File: config.mk
export PLATFORM = sky130hd
export DESIGN_NAME = excess3_seq_decoder
export DESIGN_NICKNAME = d
export VERILOG_FILES = /design/src/rtl/excess3_seq_decoder.sv
export SDC_FILE = /design/constraint.sdc
export NUM_CORES = 1
export LEC_CHECK = 0
export BUFFER_PORTS_ARGS = -buffer_cell sky130_fd_sc_hd__clkbuf_2
export CORE_MARGIN = 10
export CORE_UTILIZATION = 45
export CTS_CLUSTER_DIAMETER = 100
export DETAILED_ROUTE_END_ITERATION = 10
export GPL_ROUTABILITY_DRIVEN = 1
export GPL_TIMING_DRIVEN = 1
export PLACE_DENSITY_LB_ADDON = 0.2
export SLEW_MARGIN = 20
export SYNTH_ARGS = -nofsm -noshare
export SYNTH_HDL_FRONTEND = slang
export SYNTH_SLANG_ARGS = --single-unit
File: constraint.sdc
create_clock -name clk -period 2.35 [get_ports clk]
set_clock_uncertainty 0.15 [all_clocks]
set_input_delay 0.3525 -clock clk [delete_from_list [all_inputs] [get_ports clk]]
set_output_delay 0.3525 -clock clk [all_outputs]
set_load 0.02 [all_outputs]
File: src/rtl/excess3_seq_decoder.sv
// excess3_seq_decoder: serial excess-3 to binary conversion controller.
// Accepts NUM_DIGITS excess-3 digits (MSD first), strips the +3 bias,
// accumulates acc*10+digit and returns one result or an error through a
// valid/ready handshake. All outputs are registered.
// Ports:
//   clk, rst_n             clock, asynchronous active-low reset
//   start                  begin a conversion (IDLE only)
//   abort                  drop the conversion in progress (COLLECT only)
//   in_digit, in_valid     excess-3 digit input
//   in_ready               high while digits are being collected
//   bin_out, err           result value / invalid-digit flag
//   out_valid, out_ready   result handshake
//   busy                   high in any state other than IDLE
//   digit_idx              number of valid digits accepted so far
module excess3_seq_decoder #(
  parameter int unsigned NUM_DIGITS = 3,
  parameter int unsigned BIN_W      = 10
) (
  input  logic                               clk,
  input  logic                               rst_n,
  input  logic                               start,
  input  logic                               abort,
  input  logic [3:0]                         in_digit,
  input  logic                               in_valid,
  output logic                               in_ready,
  output logic [BIN_W-1:0]                   bin_out,
  output logic                               err,
  output logic                               out_valid,
  input  logic                               out_ready,
  output logic                               busy,
  output logic [$clog2(NUM_DIGITS+1)-1:0]    digit_idx
);

  localparam int unsigned IDX_W = $clog2(NUM_DIGITS + 1);

  typedef enum logic [1:0] {
    S_IDLE    = 2'd0,
    S_COLLECT = 2'd1,
    S_RESULT  = 2'd2,
    S_ERROR   = 2'd3
  } state_t;

  state_t             state_q, state_n;
  logic [BIN_W-1:0]   acc_q, acc_n;
  logic [IDX_W-1:0]   idx_n;
  logic [BIN_W-1:0]   bin_n;
  logic               err_n;

  logic               digit_ok;
  logic [3:0]         digit_val;
  logic [BIN_W-1:0]   acc_mac;
  logic [IDX_W-1:0]   idx_inc;

  // Legal excess-3 codes are 3..12; multiply-by-10 is done as two shifts.
  assign digit_ok  = (in_digit >= 4'd3) && (in_digit <= 4'd12);
  assign digit_val = in_digit - 4'd3;
  assign acc_mac   = (acc_q << 3) + (acc_q << 1) + BIN_W'(digit_val);
  assign idx_inc   = digit_idx + IDX_W'(1);

  // Next-state and next-register values.
  always_comb begin
    state_n = state_q;
    acc_n   = acc_q;
    idx_n   = digit_idx;
    bin_n   = bin_out;
    err_n   = err;
    case (state_q)
      S_IDLE: begin
        if (start) begin
          state_n = S_COLLECT;
          acc_n   = '0;
          idx_n   = '0;
          err_n   = 1'b0;
        end
      end
      S_COLLECT: begin
        // abort wins over a digit offered in the same cycle
        if (abort) begin
          state_n = S_IDLE;
          acc_n   = '0;
          idx_n   = '0;
        end else if (in_valid) begin
          if (digit_ok) begin
            acc_n = acc_mac;
            idx_n = idx_inc;
            if (idx_inc == IDX_W'(NUM_DIGITS)) begin
              state_n = S_RESULT;
              bin_n   = acc_mac;
            end
          end else begin
            state_n = S_ERROR;
            bin_n   = '0;
            err_n   = 1'b1;
          end
        end
      end
      S_RESULT, S_ERROR: begin
        if (out_ready) begin
          state_n = S_IDLE;
          acc_n   = '0;
          idx_n   = '0;
          bin_n   = '0;
          err_n   = 1'b0;
        end
      end
      default: state_n = S_IDLE;
    endcase
  end

  // State and output registers; control outputs follow the next state.
  always_ff @(posedge clk or negedge rst_n) begin
    if (!rst_n) begin
      state_q   <= S_IDLE;
      acc_q     <= '0;
      digit_idx <= '0;
      bin_out   <= '0;
      err       <= 1'b0;
      in_ready  <= 1'b0;
      out_valid <= 1'b0;
      busy      <= 1'b0;
    end else begin
      state_q   <= state_n;
      acc_q     <= acc_n;
      digit_idx <= idx_n;
      bin_out   <= bin_n;
      err       <= err_n;
      in_ready  <= (state_n == S_COLLECT);
      out_valid <= (state_n == S_RESULT) || (state_n == S_ERROR);
      busy      <= (state_n != S_IDLE);
    end
  end

endmodule

### After elaboration in Yosys (flattened, before gate mapping)

Cells that the tools add are included.

| word-level totals | value |
|---|---|
| output and inout bits | 16 |
| flip-flop bits (word level) | 27 |

| cells by class | value |
|---|---|
| order comparisons | 2 |
| muxes and demuxes | 30 |
| reductions and logical operators | 9 |
| add/subtract/negate cells | 4 |
| equality and inequality tests | 15 |

Operator list:

| cell | count |
|---|---|
| $mux 10 | 5 |
| $mux 9 | 4 |
| $pmux 9 s3 | 1 |
| $mux 2 | 11 |
| $pmux 10 s2 | 1 |
| $pmux 2 s3 | 2 |
| $add 10x10->10 | 1 |
| $add 10x4->10 | 1 |
| $eq 2x2->1 const B | 5 |
| $ne 2x2->1 const B | 5 |
| $reduce_and 5->1 | 2 |
| $ne 3x3->1 const B | 3 |
| $mux 1 | 5 |
| $eq 2x1->1 const B | 2 |
| $ge 4x2->1 const B | 1 |
| $le 4x4->1 const B | 1 |
| $reduce_and 4->1 | 1 |
| $reduce_bool 2->1 | 2 |
| $sub 4x2->4 const B | 1 |
| $pmux 1 s3 | 1 |
| $add 2x1->2 const B | 1 |
| $logic_not 2->1 | 1 |
| $reduce_or 2->1 | 1 |
| $logic_and 1x1->1 | 1 |
| $logic_or 1x1->1 | 1 |

### Depth between registers and ports, before layout

| logic depth | value |
|---|---|
| word-level depth | 9 |
| depth in mapped cells | 9 |
| mapped depth without buffers | 9 |

### Least setup slack after synthesis

OpenSTA, ideal clock, no wires.

| timing | value |
|---|---|
| kind | input -> register |
| start | input port in_digit[0] |
| end | register acc_q[8] |
| arrival time | 2.361 ns |
| setup time | 0.122 ns |
| data required time | 2.078 ns |
| cell stages on the path | 9 |
| setup slack | -0.283 ns |
| cells stage by stage | ha_1 -> xnor2_1 -> ha_1 -> ha_1 -> fa_1 -> a211oi_1 -> o21ai_0 -> a21o_1 -> a32o_1 |

| on the way | value |
|---|---|
| word-level cells in the longest chain between the ends | 6 |
| elaborated cells on any way between the ends | 11 |
| those cells by class | add/sub (2); order compare (2); eq/ne (1); mux (4); reduce/logical (2) |

RTL lines:

| element | RTL line | text |
|---|---|---|
| from (decl) | 23 | `input logic [3:0] in_digit,` |
| $sub 4x2->4 | 56 | `assign digit_val = in_digit - 4'd3;` |
| $add 10x4->10 | 57 | `assign acc_mac = (acc_q << 3) + (acc_q << 1) + BIN_W'(digit_val);` |
| $mux 9 | 83 | `if (digit_ok) begin` |
| $mux 9 | 82 | `end else if (in_valid) begin` |
| $mux 9 | 78 | `if (abort) begin` |
| $pmux 9 s3 | 67 | `case (state_q)` |
| to (signal assigned) | 123 | `acc_q <= acc_n;` |
| to (decl) | 44 | `logic [BIN_W-1:0] acc_q, acc_n;` |

Parallel ways exist; a longest one is shown, timed or not. The select of a mux whose other input is x is not followed.
A chain may end at the register's enable or synchronous reset.

### Final worst setup path

| timing | value |
|---|---|
| start | register acc_q[0] |
| end | register acc_q[8] |

| on the way | value |
|---|---|
| word-level cells in the longest chain between the ends | 6 |

RTL lines:

| element | RTL line |
|---|---|
| $add 10x10->10 | 57 |
| $add 10x4->10 | 57 |
| $mux 9 | 83 |
| $mux 9 | 82 |
| $mux 9 | 78 |
| $pmux 9 s3 | 67 |

Every way passes these cells. The select of a mux whose other input is x is not followed.

==> results.toml <==
[cts]
cts_inserted_buffers = 3
clkTransAtPathRegs_ps = 150
clock-root-buffer = "sky130_fd_sc_hd__clkbuf_4"
tritoncts_clock_tree = "yes"
htree_levels = 1
clock_path_buffers = 2
clock_sink_count = 26
worst_skew_pair.late_latency_ps = 320

[pwr]
power_frac_comb_pct = 37.8
seq_power_share_pct = 39.9
max-vdd-ir-drop_uv = 274
power_per_cell_area_nw_per_um2 = 673
internal_power_consumption_uw = 906
p_leak_uw = 0.00107
net-switching-power_uw = 461
clkPwrFrac_pct = 22.3
design_power_total_uw = 1370
switching_share_pct = 33.7

[logic_synthesis]
synth_cell_types = 41
postSynthRegisterBits = 26
synth_area_um2 = 1590
async_flop_share_pct = 100
synth-edff-count = 0
postSynthCellCount = 143
mappedNetlistNets = 172
syn_avg_cell_area_um2 = 11.1
synth-main-ff-cell = "sky130_fd_sc_hd__dfrtp_1"
synth_sequential_area_ratio_pct = 40.9
yosys_warnings = 0

[detailed_routing]
drt_via_density = 5.53
drt.antenna.violating_nets = 0
wirelength_per_cell_um = 16.1
drt_wl_total_um = 3780
count_of_tritonroute_iterations_in_the_first_routing_pass = 4
routed-via-count = 1294
drt_drc_violations_left = 0
initialDrtViolationCount = 89

[timing]
final-max-slew-violation-count = 0
rsz_0062_raised_after_global_routing = "yes"
maxSlewHeadroom_pct = 57.4
transition_time_at_the_pin_with_the_least_slew_margin_ps = 639
finalWorstSetupSlack_ps = -23.2
setup_viol_count_final = 1
maxClockFrequency_mhz = 421
fin_crit_sh_pct = 101
period_minus_slack_ps = 2370
timing_hold_violations_final = 0

[global_route]
wire_length_of_the_first_global_routing_pass_um = 6490
track_usage_pct = 12.5
antenna_found_initial = 0
grt_start_max_net_pins = 27
global_route.overflow_total = 0
first_global_vias = 1396

[setup_path]
critical_path.startpoint_type = "register"
critical_path.max_fanout = 3
setup.worst_path.class = "reg -> reg"
critical_path.endpoint_type = "register"
worstPathArrival_ps = 2450
crit_required_ps = 2430

[finish]
area.growth.synth_to_final_pct = 27.9
layout-drive-gt1-share_pct = 38.8
final_std_cells_w_o_fill = 234
fin_area_um2 = 2030
antennaDiodeCount = 0
post-route-util_pct = 60.4
fill_cells = 304
nets = 218
seqCellArea_um2 = 651
multi_input_area_um2 = 960

[floorplanning]
initial_utilization_pct = 47.2
design.die.area_um2 = 6310
core.rowCount = 21
floorplan.die.height_um = 79.4
num_io_pins = 26
core_area_um2 = 3360
floorplan.die.width_um = 79.4

[run]
timing.max_cap.violations = 0

[min_path]
hold_class = "in -> reg"

[run_status]
outcome = "finished, violations left"
failed_checks = "negative setup slack"

[placement]
dp.final_hpwl_um = 3040
dpl_cell_area_um2 = 1920
port_buffers = 25
dp.cells = 227
finalWeightedCongestion = 0.858
[cell usage after synthesis (2+ instances only)]
cell / n / share of area, %
sky130_fd_sc_hd__dfrtp_1: 26 / 41
sky130_fd_sc_hd__ha_1: 17 / 13
sky130_fd_sc_hd__a22o_1: 12 / 6.6
sky130_fd_sc_hd__inv_1: 9 / 2.1
sky130_fd_sc_hd__a21oi_1: 6 / 1.9
sky130_fd_sc_hd__xnor2_1: 6 / 3.3
sky130_fd_sc_hd__a21o_1: 5 / 2.4
sky130_fd_sc_hd__nand3_1: 5 / 1.6
sky130_fd_sc_hd__nor2_1: 5 / 1.2
sky130_fd_sc_hd__o21ai_0: 5 / 1.6
sky130_fd_sc_hd__a31o_2: 3 / 1.7
sky130_fd_sc_hd__and3_1: 3 / 1.2
sky130_fd_sc_hd__nand2_1: 3 / 0.71
sky130_fd_sc_hd__nor3_1: 3 / 0.94
sky130_fd_sc_hd__o2bb2ai_1: 3 / 1.7
sky130_fd_sc_hd__a211oi_1: 2 / 0.94
sky130_fd_sc_hd__a32o_1: 2 / 1.3
sky130_fd_sc_hd__buf_2: 2 / 0.63
sky130_fd_sc_hd__fa_1: 2 / 2.5
sky130_fd_sc_hd__o31ai_1: 2 / 0.94
sky130_fd_sc_hd__or2_2: 2 / 0.79
[registers in the layout, indices dropped and copies added (netlist names)]
register,flops
bin_out,10
acc_q,9
digit_idx,2
busy,1
err,1
in_ready,1
out_valid,1
state_q,1
[layer usage]
layer,track usage (%),vias up,part of all wire [%]
met1,14.9,638,44
met5,0,-,0
met2,21.9,27,50
met3,2.82,2,5.1
met4,3.23,0,0.50
li1,-,627,-
[metrics by stage]
step           hold WS, ps  TNS [ps]  worst slack [ps]
2_1_floorplan        -93.1      -272             -95.9
5_1_grt                183      -264             -94.5
3_3_place_gp           252     -2170              -298
3_5_place_dp           258     -2670              -372
6_report               173     -23.2             -23.2
4_1_cts                162     -16.8             -16.8
[cell type report]
class / instances / share of cell area [%]
inverters: 9 / 1.66
multi-input cells: 104 / 47.2
flip-flops and latches: 26 / 32.0
well taps: 46 / 2.83
clock buffers: 3 / 1.11
repair buffers: 45 / 13.7
clock inverters: 1 / 1.48
[cell usage in the layout, fill, tap and decap left out, drive strengths merged, types with 2 or more instances in the layout]
cell type | Yosys | final
clkbuf | 0 | 28
dfrtp | 26 | 26
buf | 4 | 19
ha | 17 | 17
a22o | 12 | 12
inv | 9 | 9
a21oi | 6 | 6
xnor2 | 6 | 6
a21o | 5 | 5
nor2 | 5 | 5
nand3 | 5 | 5
o21ai | 5 | 5
and3 | 4 | 4
nor3 | 3 | 3
nand2 | 3 | 3
a31o | 3 | 3
o2bb2ai | 3 | 3
o31ai | 3 | 3
or2 | 2 | 2
a32o | 2 | 2
or3 | 2 | 2
a211oi | 2 | 2
and2 | 2 | 2
fa | 2 | 2
[worst max-delay path, cell delays in order (launching register included)]
cell,delay (ps)
sky130_fd_sc_hd__dfrtp_1,390
sky130_fd_sc_hd__inv_2,50
sky130_fd_sc_hd__fa_1,540
sky130_fd_sc_hd__inv_2,60
sky130_fd_sc_hd__fa_2,370
sky130_fd_sc_hd__a211oi_2,200
sky130_fd_sc_hd__o21ai_1,110
sky130_fd_sc_hd__a21o_1,210
sky130_fd_sc_hd__a32o_1,220
[power by group through the flow]
stage / logic [µW] / registers, µW / clock network, µW
6_report: 517 / 545 / 305
4_1_cts: 517 / 544 / 317
2_1_floorplan: 283 / 585 / 0
3_5_place_dp: 495 / 553 / 0
5_1_grt: 575 / 554 / 335
3_3_place_gp: 482 / 549 / 0
[final timing paths]
check                           start         end  slack [ps]  cells after the start
setup / recovery             acc_q[0]    acc_q[8]         -20                      8
max in group asynchronous       rst_n    acc_q[0]        1210                      2
hold / removal                  start         err         170                      3
setup reg to reg             acc_q[0]    acc_q[8]         -20                      8
min in group asynchronous       rst_n    acc_q[7]         420                      2
hold reg to reg            bin_out[3]  bin_out[3]         380                      1
[logic make-up (layout without fill, tap and decap cells)]
family,Yosys count,in the layout,share of synthesized area [%]
AOI/OAI and AO/OA,45,45,22.2
and+or+nand+nor,32,32,12.4
DFF,26,26,40.9
adders and majority gates,19,19,15.9
buffers and inverters,13,58,3.94
xor gates and xnor gates,7,7,3.86
muxes,1,1,0.709
[timing repair]
action                     4_1_cts  5_1_grt
hold buffers                     1        0
pin swaps                        2        9
setup buffers                    2        0
setup endpoints to repair        4        7
hold endpoints to repair        26        0
resized for setup                5        2
No activity file was read; power rests on OpenSTA's default activity.
